### config.mk
export PLATFORM = sky130hd
export DESIGN_NAME = seq_check_logger
export DESIGN_NICKNAME = d
export VERILOG_FILES = /design/src/rtl/seq_check_pkg.sv /design/src/rtl/rec_fifo2w.sv /design/src/rtl/seq_check_logger.sv
export SDC_FILE = /design/constraint.sdc
export NUM_CORES = 1
export LEC_CHECK = 0
export ABC_AREA = 1
export CORE_MARGIN = 2
export CORE_UTILIZATION = 42
export CTS_BUF_LIST = sky130_fd_sc_hd__clkbuf_8
export DETAILED_ROUTE_END_ITERATION = 12
export GPL_TIMING_DRIVEN = 0
export SYNTH_ARGS = -nofsm -noshare
export SYNTH_HDL_FRONTEND = slang
export SYNTH_SLANG_ARGS = --single-unit
export TNS_END_PERCENT = 5
### constraint.sdc
create_clock -name clk -period 17.25 [get_ports clk]
set_clock_uncertainty 0.2 [all_clocks]
set_input_delay 2.5875 -clock clk [delete_from_list [all_inputs] [get_ports clk]]
set_output_delay 2.5875 -clock clk [all_outputs]
set_load 0.05 [all_outputs]
### src/rtl/seq_check_pkg.sv
`default_nettype none
// ============================================================================
// Module      : seq_check_pkg
// Description : Shared types and helpers for the "a, then b next clock"
//               hardware property checker. Failure records carry their
//               timestamps at a fixed maximum width so one record type serves
//               every timestamp width; instances zero-extend into it.
// Revision    : 1.0 - initial release
// ============================================================================
package seq_check_pkg;

    // Widest timestamp a record can carry; TS_W of the logger must not exceed it.
    localparam int c_TS_MAX_W = 32;

    // Offending-signal codes stored in a failure record.
    localparam logic OFFEND_A = 1'b0;
    localparam logic OFFEND_B = 1'b1;

    typedef struct packed {
        logic [c_TS_MAX_W-1:0] start_ts;
        logic [c_TS_MAX_W-1:0] fail_ts;
        logic                  offend;
    } fail_rec_t;

    // Adds 0..3 to val and clamps the result at max_val (counters up to 32 bits).
    function automatic logic [31:0] sat_inc(input logic [31:0] val,
                                            input logic [1:0]  inc,
                                            input logic [31:0] max_val);
        logic [32:0] sum;
        sum = {1'b0, val} + {31'b0, inc};
        if (sum > {1'b0, max_val}) begin
            return max_val;
        end
        return sum[31:0];
    endfunction

endpackage
`default_nettype wire

### src/rtl/rec_fifo2w.sv
`default_nettype none
// ============================================================================
// Module      : rec_fifo2w
// Description : DEPTH-entry FIFO of failure records with two write ports and
//               one read port. A same-cycle read frees space for the writes.
//               Port 0 is always placed ahead of port 1; if space runs short,
//               port 1 is dropped first. Any dropped write pulses drop.
// Ports       : clk, rst (async, active-high)
//               wr0_en/wr0_data, wr1_en/wr1_data : write ports, 0 before 1
//               rd_ready / rd_valid / rd_data    : valid/ready head record
//               level                            : number of stored records
//               drop                             : a write was discarded
// Revision    : 1.0 - initial release
// ============================================================================
module rec_fifo2w
    import seq_check_pkg::*;
#(
    parameter int DEPTH = 8
) (
    input  logic                   clk,
    input  logic                   rst,
    input  logic                   wr0_en,
    input  fail_rec_t              wr0_data,
    input  logic                   wr1_en,
    input  fail_rec_t              wr1_data,
    input  logic                   rd_ready,
    output logic                   rd_valid,
    output fail_rec_t              rd_data,
    output logic [$clog2(DEPTH):0] level,
    output logic                   drop
);

    localparam int                 c_PTR_W   = $clog2(DEPTH);
    localparam logic [c_PTR_W:0]   c_DEPTH_L = (c_PTR_W + 1)'(DEPTH);

    fail_rec_t            r_mem [DEPTH];
    logic [c_PTR_W-1:0]   r_wr_ptr;
    logic [c_PTR_W-1:0]   r_rd_ptr;
    logic [c_PTR_W:0]     r_level;

    logic                 w_rd;
    logic [c_PTR_W:0]     w_space;
    logic                 w_acc0;
    logic                 w_acc1;
    logic [c_PTR_W-1:0]   w_wr_ptr1;

    always_comb begin
        w_rd      = (r_level != '0) && rd_ready;
        // Free slots after this cycle's read; never exceeds DEPTH.
        w_space   = c_DEPTH_L - r_level + (c_PTR_W + 1)'(w_rd);
        w_acc0    = wr0_en && (w_space != '0);
        w_acc1    = wr1_en && (w_space > (c_PTR_W + 1)'(w_acc0));
        // Port 1 lands right behind port 0 when both are accepted.
        w_wr_ptr1 = r_wr_ptr + c_PTR_W'(w_acc0);
    end

    always_ff @(posedge clk or posedge rst) begin
        if (rst) begin
            for (int i = 0; i < DEPTH; i++) begin
                r_mem[i] <= '0;
            end
            r_wr_ptr <= '0;
            r_rd_ptr <= '0;
            r_level  <= '0;
        end else begin
            if (w_acc0) begin
                r_mem[r_wr_ptr] <= wr0_data;
            end
            if (w_acc1) begin
                r_mem[w_wr_ptr1] <= wr1_data;
            end
            r_wr_ptr <= r_wr_ptr + c_PTR_W'(w_acc0) + c_PTR_W'(w_acc1);
            r_rd_ptr <= r_rd_ptr + c_PTR_W'(w_rd);
            r_level  <= r_level + (c_PTR_W + 1)'(w_acc0) + (c_PTR_W + 1)'(w_acc1)
                        - (c_PTR_W + 1)'(w_rd);
        end
    end

    assign rd_valid = (r_level != '0);
    assign rd_data  = r_mem[r_rd_ptr];
    assign level    = r_level;
    assign drop     = (wr0_en && !w_acc0) || (wr1_en && !w_acc1);

endmodule
`default_nettype wire

### src/rtl/seq_check_logger.sv
`default_nettype none
// ============================================================================
// Module      : seq_check_logger
// Description : Hardware checker for "a, then b on the next clock". Each en
//               pulse starts an attempt: a low fails at once, a high arms a
//               single pending slot that resolves on the next edge from b.
//               Passes and failures are counted with saturation; each failure
//               is timestamped and queued for a valid/ready consumer.
// Ports       : clk, rst (async, active-high)
//               en, a, b        : attempt start, antecedent, consequent
//               ovf_clr         : clears the sticky overflow flag
//               rec_ready/rec_valid/rec_start_ts/rec_fail_ts/rec_offend
//                               : head failure record handshake
//               pass_cnt, fail_cnt, fifo_level, overflow : status
// Revision    : 1.0 - initial release
// ============================================================================
module seq_check_logger
    import seq_check_pkg::*;
#(
    parameter int CNT_W = 16,  // up to 32
    parameter int TS_W  = 16,  // up to c_TS_MAX_W
    parameter int DEPTH = 8
) (
    input  logic                   clk,
    input  logic                   rst,
    input  logic                   en,
    input  logic                   a,
    input  logic                   b,
    input  logic                   ovf_clr,
    input  logic                   rec_ready,
    output logic                   rec_valid,
    output logic [TS_W-1:0]        rec_start_ts,
    output logic [TS_W-1:0]        rec_fail_ts,
    output logic                   rec_offend,
    output logic [CNT_W-1:0]       pass_cnt,
    output logic [CNT_W-1:0]       fail_cnt,
    output logic [$clog2(DEPTH):0] fifo_level,
    output logic                   overflow
);

    localparam logic [0:0]       c_ST_IDLE = 1'b0;
    localparam logic [0:0]       c_ST_PEND = 1'b1;
    localparam logic [CNT_W-1:0] c_CNT_MAX = '1;

    logic [0:0]       r_state;
    logic [0:0]       w_state_nx;
    logic [TS_W-1:0]  r_ts;
    logic [TS_W-1:0]  r_start_ts;
    logic [CNT_W-1:0] r_pass_cnt;
    logic [CNT_W-1:0] r_fail_cnt;
    logic             r_overflow;

    logic             w_a_fail;
    logic             w_b_fail;
    logic             w_pass;
    logic [1:0]       w_nfail;
    fail_rec_t        w_rec_a;
    fail_rec_t        w_rec_b;
    fail_rec_t        w_wr0_data;
    logic             w_wr0_en;
    logic             w_wr1_en;
    fail_rec_t        w_head;
    logic             w_drop;

    // ---------------- attempt FSM: state register ----------------
    always_ff @(posedge clk or posedge rst) begin
        if (rst) begin
            r_state <= c_ST_IDLE;
        end else begin
            r_state <= w_state_nx;
        end
    end

    // ---------------- attempt FSM: next state ----------------
    // A pending attempt always resolves this edge, so PEND only survives
    // when a fresh attempt with a=1 re-arms the slot.
    always_comb begin
        w_state_nx = c_ST_IDLE;
        if (en && a) begin
            w_state_nx = c_ST_PEND;
        end
    end

    // ---------------- attempt FSM: outputs ----------------
    always_comb begin
        w_a_fail = en && !a;
        w_pass   = (r_state == c_ST_PEND) && b;
        w_b_fail = (r_state == c_ST_PEND) && !b;
        w_nfail  = {1'b0, w_a_fail} + {1'b0, w_b_fail};

        w_rec_a          = '0;
        w_rec_a.start_ts = c_TS_MAX_W'(r_ts);
        w_rec_a.fail_ts  = c_TS_MAX_W'(r_ts);
        w_rec_a.offend   = OFFEND_A;

        w_rec_b          = '0;
        w_rec_b.start_ts = c_TS_MAX_W'(r_start_ts);
        w_rec_b.fail_ts  = c_TS_MAX_W'(r_ts);
        w_rec_b.offend   = OFFEND_B;

        // The new attempt's failure goes first; a lone b-failure takes port 0.
        w_wr0_en   = w_a_fail || w_b_fail;
        w_wr0_data = w_a_fail ? w_rec_a : w_rec_b;
        w_wr1_en   = w_a_fail && w_b_fail;
    end

    // ---------------- timestamp, start latch, counters, overflow ----------------
    always_ff @(posedge clk or posedge rst) begin
        if (rst) begin
            r_ts       <= '0;
            r_start_ts <= '0;
            r_pass_cnt <= '0;
            r_fail_cnt <= '0;
            r_overflow <= 1'b0;
        end else begin
            r_ts <= r_ts + 1'b1;
            if (en && a) begin
                r_start_ts <= r_ts;
            end
            r_pass_cnt <= CNT_W'(sat_inc(32'(r_pass_cnt), {1'b0, w_pass}, 32'(c_CNT_MAX)));
            r_fail_cnt <= CNT_W'(sat_inc(32'(r_fail_cnt), w_nfail, 32'(c_CNT_MAX)));
            // A drop in the same cycle as a clear keeps the flag set.
            if (w_drop) begin
                r_overflow <= 1'b1;
            end else if (ovf_clr) begin
                r_overflow <= 1'b0;
            end
        end
    end

    rec_fifo2w #(
        .DEPTH (DEPTH)
    ) u_fifo (
        .clk      (clk),
        .rst      (rst),
        .wr0_en   (w_wr0_en),
        .wr0_data (w_wr0_data),
        .wr1_en   (w_wr1_en),
        .wr1_data (w_rec_b),
        .rd_ready (rec_ready),
        .rd_valid (rec_valid),
        .rd_data  (w_head),
        .level    (fifo_level),
        .drop     (w_drop)
    );

    // Record timestamps are zero-extended; the upper bits are never consumed.
    generate
        if (TS_W < c_TS_MAX_W) begin : g_unused_hi
            logic w_unused_hi;
            assign w_unused_hi = ^{w_head.start_ts[c_TS_MAX_W-1:TS_W],
                                   w_head.fail_ts[c_TS_MAX_W-1:TS_W]};
        end
    endgenerate

    assign rec_start_ts = w_head.start_ts[TS_W-1:0];
    assign rec_fail_ts  = w_head.fail_ts[TS_W-1:0];
    assign rec_offend   = w_head.offend;
    assign pass_cnt     = r_pass_cnt;
    assign fail_cnt     = r_fail_cnt;
    assign overflow     = r_overflow;

endmodule
`default_nettype wire

==> impl_metrics.env <==
export IMPL_period_share_pct=39.7
export IMPL_vias=18100
export IMPL_synthesis_instances=2599
export IMPL_cts_root_buf="clkbuf_8"
export IMPL_min_path_type="flop to flop"
export IMPL_postSynthAreaPerCell_um2=7.25
export IMPL_dp_hpwl_mm=47.8
export IMPL_numCtsBuffers=67
export IMPL_async_reset_ff_share_pct=100
export IMPL_die_h_um=216
export IMPL_insertion_delay_ps=640
export IMPL_viasPerCell=5.35
export IMPL_rsz0062_at_grt="false"
export IMPL_gp_congestion=0.929
export IMPL_grt_usage_pct=28.2
export IMPL_r2r_end="u_fifo.r_mem[74]$_DFF_PP0_"
export IMPL_slew_limit_headroom_pct=38.0
export IMPL_ff2ff_path_depth=22
export IMPL_ctsResizeCount=0
export IMPL_path_clk_slew_ps=60
export IMPL_min_path_cells=1
export IMPL_synth_ff_type="dfrtp_1"
export IMPL_r2r_slack_ps=12550
export IMPL_setup_violations=0
export IMPL_core_rowCount=77
export IMPL_synth_edff_count=0
export IMPL_antenna_cells=0
export IMPL_cts_tree="done"
export IMPL_start_kind="flop"
export IMPL_syn_to_final_growth_pct=15.6
export IMPL_p_leak_nw=11.6
export IMPL_synth_warnings=0
export IMPL_drive_above_1_share_pct=8.04
export IMPL_drc=0
export IMPL_grt_overflow=0
export IMPL_p_per_area_mw_per_mm2=185
export IMPL_gr_max_usage_layer="met2"
export IMPL_yosys_area_top_type="dfrtp_1"
export IMPL_die_w_um=216
export IMPL_synth_area_top_cells="dfrtp_1 45%, nand2_1 20%, nand3_1 8.2%, inv_1 4.6%, o21ai_0 4.0%"
export IMPL_synth_most_common_cell="nand2_1"
export IMPL_cp_max_fo=10
export IMPL_postRouteAntennaNets=0
export IMPL_finalHoldWorstSlack_ps=289
export IMPL_hold_path_startpoint="r_ts[1]$_DFF_PP0_"
export IMPL_synth_common_cells="1013 x nand2_1, 340 x dfrtp_1, 308 x nand3_1"
export IMPL_initial_core_util_pct=42.6
export IMPL_drtIter0Drc=2079
export IMPL_synth_cell_type_count=39
export IMPL_peakVddDrop_uv=128
export IMPL_die_area_mm2=0.0466
export IMPL_final_min_clock_period_ps=6850
export IMPL_syn_area_mm2=0.0188
export IMPL_routedWlPerCell_um=19.4
export IMPL_post_cts_buffers=0
export IMPL_hold_violations=0
export IMPL_port_buffers=76
export IMPL_regArea_mm2=0.00851
export IMPL_fillers=4368
export IMPL_cts_path_max_buffers=3
export IMPL_grt_pass1_vias=17300
export IMPL_coreArea_mm2=0.0442
export IMPL_synth_seq_cells=340
export IMPL_slew_viol_final=0
export IMPL_multi_input_area_mm2=0.00860
export IMPL_cts_htree_levels=3
export IMPL_r2r_start="u_fifo.level[2]$_DFF_PP0_"
export IMPL_nets=2774
export IMPL_tightest_slew_ps=930
export IMPL_critPathKind="flop to primary output"
export IMPL_antenna_found_initial=1
export IMPL_whs_endpoint="r_ts[1]$_DFF_PP0_"
export IMPL_synth_top_area_share_pct=45.2
export IMPL_grtUsageMet1_pct=40.0
export IMPL_setup_tns_ps=0
export IMPL_end_kind="primary output"
export IMPL_worstPathArrival_ps=4060
export IMPL_cts_hold_buf=0
export IMPL_ys_seq_area_share_pct=45.2
export IMPL_fmax_mhz=146
export IMPL_io_pins=78
export IMPL_required_ps=14460
export IMPL_grt_start_max_net_pins=107
export IMPL_synth_nets=2626
export IMPL_wl_mm=65.7
export IMPL_max_cap_viol_count=0
export IMPL_numClockSinks=340
export IMPL_use_met2_pct=42.6
export IMPL_grt_util_met3_pct=4.74
export IMPL_drtPass1Iterations=5
export IMPL_status="completed"
export IMPL_grt_first_pass_wirelength_mm=102
[how the worst max path moves through the flow]
stage                            startpoint                    endpoint  slack, ps
2_1_floorplan                           rst       fail_cnt[0]$_DFF_PP0_       5040
3_5_place_dp                      rec_ready  u_fifo.r_mem[74]$_DFF_PP0_      10330
5_1_grt        u_fifo.r_rd_ptr[0]$_DFF_PP0_             rec_fail_ts[13]      10200
4_1_cts        u_fifo.r_rd_ptr[0]$_DFF_PP0_             rec_fail_ts[15]      10530
6_report       u_fifo.r_rd_ptr[0]$_DFF_PP0_             rec_fail_ts[13]      10400
3_3_place_gp                            rst  u_fifo.r_mem[66]$_DFF_PP0_        150
[power breakdown]
part / internal [mW] / total, mW / switching (mW)
sequential: 1.04 / 1.17 / 0.136
clock: 0.458 / 0.836 / 0.378
combinational: 0.613 / 2.01 / 1.40
[critical path, cell delays in order, from the launching register on]
cell             delay [ps]
dfrtp_1                 450
clkinv_1                180
clkbuf_1                610
clkbuf_1                680
o21ai_0                 210
o22ai_1                 250
nand2_1                 110
nand2_1                 110
clkdlybuf4s50_1         810
[metrics by stage]
step / instance area [µm²] / worst slack, ps / instances / total power [mW] / utilization, %
2_1_floorplan: 18800 / 5040 / 2599 / 2.52 / -
3_3_place_gp: 20300 / 151 / 3267 / 3.13 / 46.0
3_5_place_dp: 20400 / 10330 / 3270 / 3.16 / 46.2
4_1_cts: 21800 / 10530 / 3389 / 4.01 / 49.3
5_1_grt: 21800 / 10200 / 3389 / 4.26 / 49.3
6_report: 21800 / 10400 / 3389 / 4.02 / 49.3
[kinds of logic (layout without fill, tap and decap cells)]
family / Yosys count / count (layout) / synth area share (%)
AND/OR/NAND/NOR: 1503 / 1503 / 34.4
buffers and inverters: 414 / 612 / 9.14
adder cells (fa/ha/maj): 20 / 20 / 1.45
AO/OA/AOI/OAI: 280 / 280 / 7.90
flip-flops: 340 / 340 / 45.2
XOR/XNOR: 42 / 42 / 1.95
[state kept, by name, summed over array words and instances, names as in the netlist]
register	flops
fail_cnt	16
overflow	1
pass_cnt	16
r_start_ts	16
r_state	1
r_ts	16
u_fifo.level	4
u_fifo.r_mem	264
u_fifo.r_rd_ptr	3
u_fifo.r_wr_ptr	3
[layout by cell type, fill, tap and decap left out, types with 5 or more instances in the layout]
cell type / instances
nor2_2: 5
nand3_1: 308
nor3_1: 8
o211ai_1: 8
nand2_1: 1013
nor2_1: 113
buf_1: 10
xnor2_1: 10
o22ai_1: 34
inv_1: 252
nand4_2: 6
a21oi_1: 66
clkdlybuf4s50_1: 76
a31oi_1: 16
xor2_1: 32
buf_2: 45
clkinv_2: 7
buf_6: 8
nand4_1: 13
clkbuf_8: 85
clkbuf_1: 91
dfrtp_1: 340
buf_4: 13
o21ai_0: 152
nand2_2: 10
inv_2: 11
ha_1: 17
nand4_4: 8
nor2_4: 7
[routing by layer]
| metal | vias up | wire length [µm] |
|---|---|---|
| li1 | 8517 | - |
| met1 | 8708 | 29000 |
| met2 | 780 | 28800 |
| met3 | 125 | 5540 |
| met4 | 2 | 2310 |
| met5 | - | 13 |
[layout make-up]
class / instances / share of cell area, %
Inverter: 247 / 4.30
Timing Repair Buffer: 79 / 3.87
Tap cell: 592 / 3.40
Clock inverter: 34 / 0.844
Sequential cell: 340 / 39.1
Clock buffer: 85 / 5.37
Buffer: 167 / 3.64
Multi-Input combinational cell: 1845 / 39.5
(Power assumes the default switching activity.)
==> RTL edit 1 (config.mk and constraints unchanged) <==
`r_ts` no longer has a reset.
--- a/src/rtl/seq_check_logger.sv
+++ b/src/rtl/seq_check_logger.sv
@@ -107,13 +107,11 @@
     // ---------------- timestamp, start latch, counters, overflow ----------------
     always_ff @(posedge clk or posedge rst) begin
         if (rst) begin
-            r_ts       <= '0;
             r_start_ts <= '0;
             r_pass_cnt <= '0;
             r_fail_cnt <= '0;
             r_overflow <= 1'b0;
         end else begin
-            r_ts <= r_ts + 1'b1;
             if (en && a) begin
                 r_start_ts <= r_ts;
             end
@@ -126,6 +124,10 @@
                 r_overflow <= 1'b0;
             end
         end
+    end
+
+    always_ff @(posedge clk) begin
+        r_ts <= r_ts + 1'b1;
     end
 
     rec_fifo2w #(
Behaviour: not the same (Yosys sat finds a counterexample within 4 cycles, from zero or initial values and one cycle with rst high).
==> RTL edit 1 against the unedited design <==
Synthesized cell count is 1.3% higher; wire length rose by 5.1%; power shrank 4.9%; sequential cell count stayed put; worst setup slack improved by 0.21 ns; cell area fell by 0.35%; synthesized area shrank 0.18%; critical path type unchanged; highest routed layer unchanged.
==> RTL edit 1: results (changes against the unedited design) <==
- Port Buf Inserts: 77 (was 76)
- Global-route wire length before repair: 104700 µm (was 101500 µm)
- Post-Synth XOR/XNOR Area: 1.817% (was 1.953%)
- Data-path buffer share of cell area in the final layout: 7.552% (was 7.508%)
- DPL Wire Length: 48630 µm (was 47830 µm)
- Post-Place Worst Slack: 10.10 ns (was 10.33 ns)
- Post-layout nets: 2808 (was 2774)
- Complex-gate fraction of the synthesized area: 7.960% (was 7.899%)
- Sequential fraction of the synthesis area: 44.83% (was 45.17%)
- Number of antenna violations at the first check in global routing: 3 (was 1)
- Total global-route track usage: 29.60% (was 28.20%)
- Clock network power: 823 µW (was 836 µW)
- Weighted congestion reported at the end of routability-driven placement: 0.9551 (was 0.9293)
- Largest voltage drop on the vdd net: 0.1117 mV (was 0.1284 mV)
- Worst Setup EP: rec_start_ts[10] (was rec_fail_ts[13])
- Slack of the worst reg-to-reg path: 12.28 ns (was 12.55 ns)
- Clock network contribution to total cell area: 6.111% (was 6.216%)
- Synth-to-Final Area Change: 15.44% (was 15.64%)
- Post-route non-filler standard cell count: 3422 (was 3389)
- Longest individual stage delay on the worst path: 0.75 ns (was 0.81 ns)
- Part of the power in combinational logic: 50.2% (was 50.1%)
- Result of the run: completed (unchanged)
- Count of inserted antenna diode cells: 1 (was 0)
- Final hold slack: 0.3014 ns (was 0.2885 ns)
- Net switching power figure: 1849 µW (was 1914 µW)
- Count of inverters not on the clock network in the layout: 254 (was 247)
- Register area: 8428 µm² (was 8508 µm²)
- Most instantiated cells after synthesis: nand2_1, dfrtp_1, nand3_1 (unchanged)
- Multi-input logic cell count: 1869 (was 1845)
- Shortest period the worst path allows: 6.643 ns (was 6.851 ns)
- Worst-case headroom to the max-slew limit: 30.41% (was 38.03%)
- Total CTS buffers: 66 (was 67)
- Vias per cell: 5.467 (was 5.350)
-- RTL edit 1: cell types whose count changed in the layout (fill, tap and decap cells not counted), moves of 4 or more --
cell      change
dfrtp_1      -16
dfxtp_1      +16
nand2_1      +16
nor2_1       +13
buf_2        +11
clkbuf_1      -9
inv_1         +5
nor2_4        -5
a21oi_1       -4
nand3_1       +4
o21ai_0       +4
-- RTL edit 1: metal layers --
| layer | vias to the layer above | share of wire (%) | GRT usage (%) | wire, µm |
|---|---|---|---|---|
| li1 | 8613 | - | - | - |
| met1 | 8954 | 43 | 42.08 | 29770 |
| met2 | 981 | 42 | 42.73 | 29140 |
| met3 | 158 | 11 | 6.568 | 7255 |
| met4 | 2 | 4.2 | 14.11 | 2894 |
| met5 | - | 0.022 | 0 | 15 |
==> RTL edit 2 (same flow settings) <==
Without the edit above. Change the parameter `TS_W` from 16 to 24.
--- a/src/rtl/seq_check_logger.sv
+++ b/src/rtl/seq_check_logger.sv
@@ -18,7 +18,7 @@
     import seq_check_pkg::*;
 #(
     parameter int CNT_W = 16,  // up to 32
-    parameter int TS_W  = 16,  // up to c_TS_MAX_W
+    parameter int TS_W  = 24,  // up to c_TS_MAX_W
     parameter int DEPTH = 8
 ) (
     input  logic                   clk,
Interface: changed (resized rec_fail_ts and rec_start_ts); port bits go from 78 to 94. No check against the original RTL was run, so the function may have changed too.
==> RTL edit 2 against the unedited design <==
Count of clock-buffer cells in the layout rose by 33; clock power up 39%; worst setup slack got worse by 1.1 ns; sequential cell count grew 144; final cell count up 36%; power is 38% higher; worst hold slack improved by 0.0093 ns; first-iteration DRC count up 22%; core utilization decreased by 0.62 points; via count up 40%; synthesized area increased by 38%; wire length increased by 52%; cell area up 37%.
==> RTL edit 2: results (changes against the unedited design) <==
- Total global-route track usage: 31.45% (was 28.20%)
- Initial detailed-routing violation count: 2544 (was 2079)
- Leakage component of the power: 0.01534 µW (was 0.01159 µW)
- Worst-case headroom to the max-slew limit: 11.13% (was 38.03%)
- Number of cells traversed by the worst register-to-register path: 18 (was 22)
- Result of the run: completed (unchanged)
- Global Route met3 Usage: 5.870% (was 4.736%)
- Met2 routing resource usage after global routing: 48.78% (was 42.58%)
- DPL Wire Length: 70550 µm (was 47830 µm)
- Fillers: 6186 (was 4368)
- Mapped Avg Cell Area: 7.289 µm² (was 7.247 µm²)
- Largest net degree at the start of global routing: 125 (was 107)
- Data arrival time of the worst path: 5.14 ns (was 4.06 ns)
- Slack of the worst reg-to-reg path: 12.98 ns (was 12.55 ns)
- Final hold slack: 0.2978 ns (was 0.2885 ns)
- Adder-cell share of the synthesized area: 1.003% (was 1.448%)
- Wire per inst: 21.61 µm (was 19.39 µm)
- Number of global-route vias before repair: 24.51k (was 17.28k)
- Sequential fraction of the synthesis area: 46.66% (was 45.17%)
- Most instantiated cells after synthesis: nand2_1, nand3_1, dfrtp_1 (was nand2_1, dfrtp_1, nand3_1)
- Complex-gate fraction of the synthesized area: 8.856% (was 7.899%)
- Library cells used by synthesis: 38 (was 39)
- Vias: 25.46k (was 18.13k)
- Ratio of final minimum period to clock period: 45.97% (was 39.72%)
- Post-DP Area: 27990 µm² (was 20430 µm²)
RTL edit 2: cell count changes in the layout (fill, tap and decap cells not counted), sizes merged, moves of 77 or more:
cell / unedited run / this run
nand3: 310 / 604
dfrtp: 340 / 484
nand2: 1027 / 1171
clkbuf: 176 / 290
nor2: 128 / 230
o21ai: 155 / 232
RTL edit 2: power by group through the flow:
stage	combinational (µW)	sequential (µW)	clock [µW]
floorplan	1780	1640	0
global placement	2740	1600	0
detailed placement	2750	1600	0
CTS	2760	1590	1170
global route	3030	1620	1220
finish	2790	1590	1160
RTL edit 2: routing by layer:
layer  part of all wire, %  vias up
met2                    45     1119
met3                   8.4      273
met1                    42    12250
met5                     0        -
li1                      -    11820
met4                   5.2        0
RTL edit 2: cell type report:
class / count / share of cell area, %
clock inverters: 40 / 0.7505
multi-input cells: 2503 / 38.34
inverters: 286 / 3.622
flip-flops and latches: 484 / 40.59
repair buffers: 97 / 3.488
clock buffers: 118 / 5.442
plain buffers: 288 / 4.453
diodes: 1 / 0.008385
well taps: 790 / 3.312
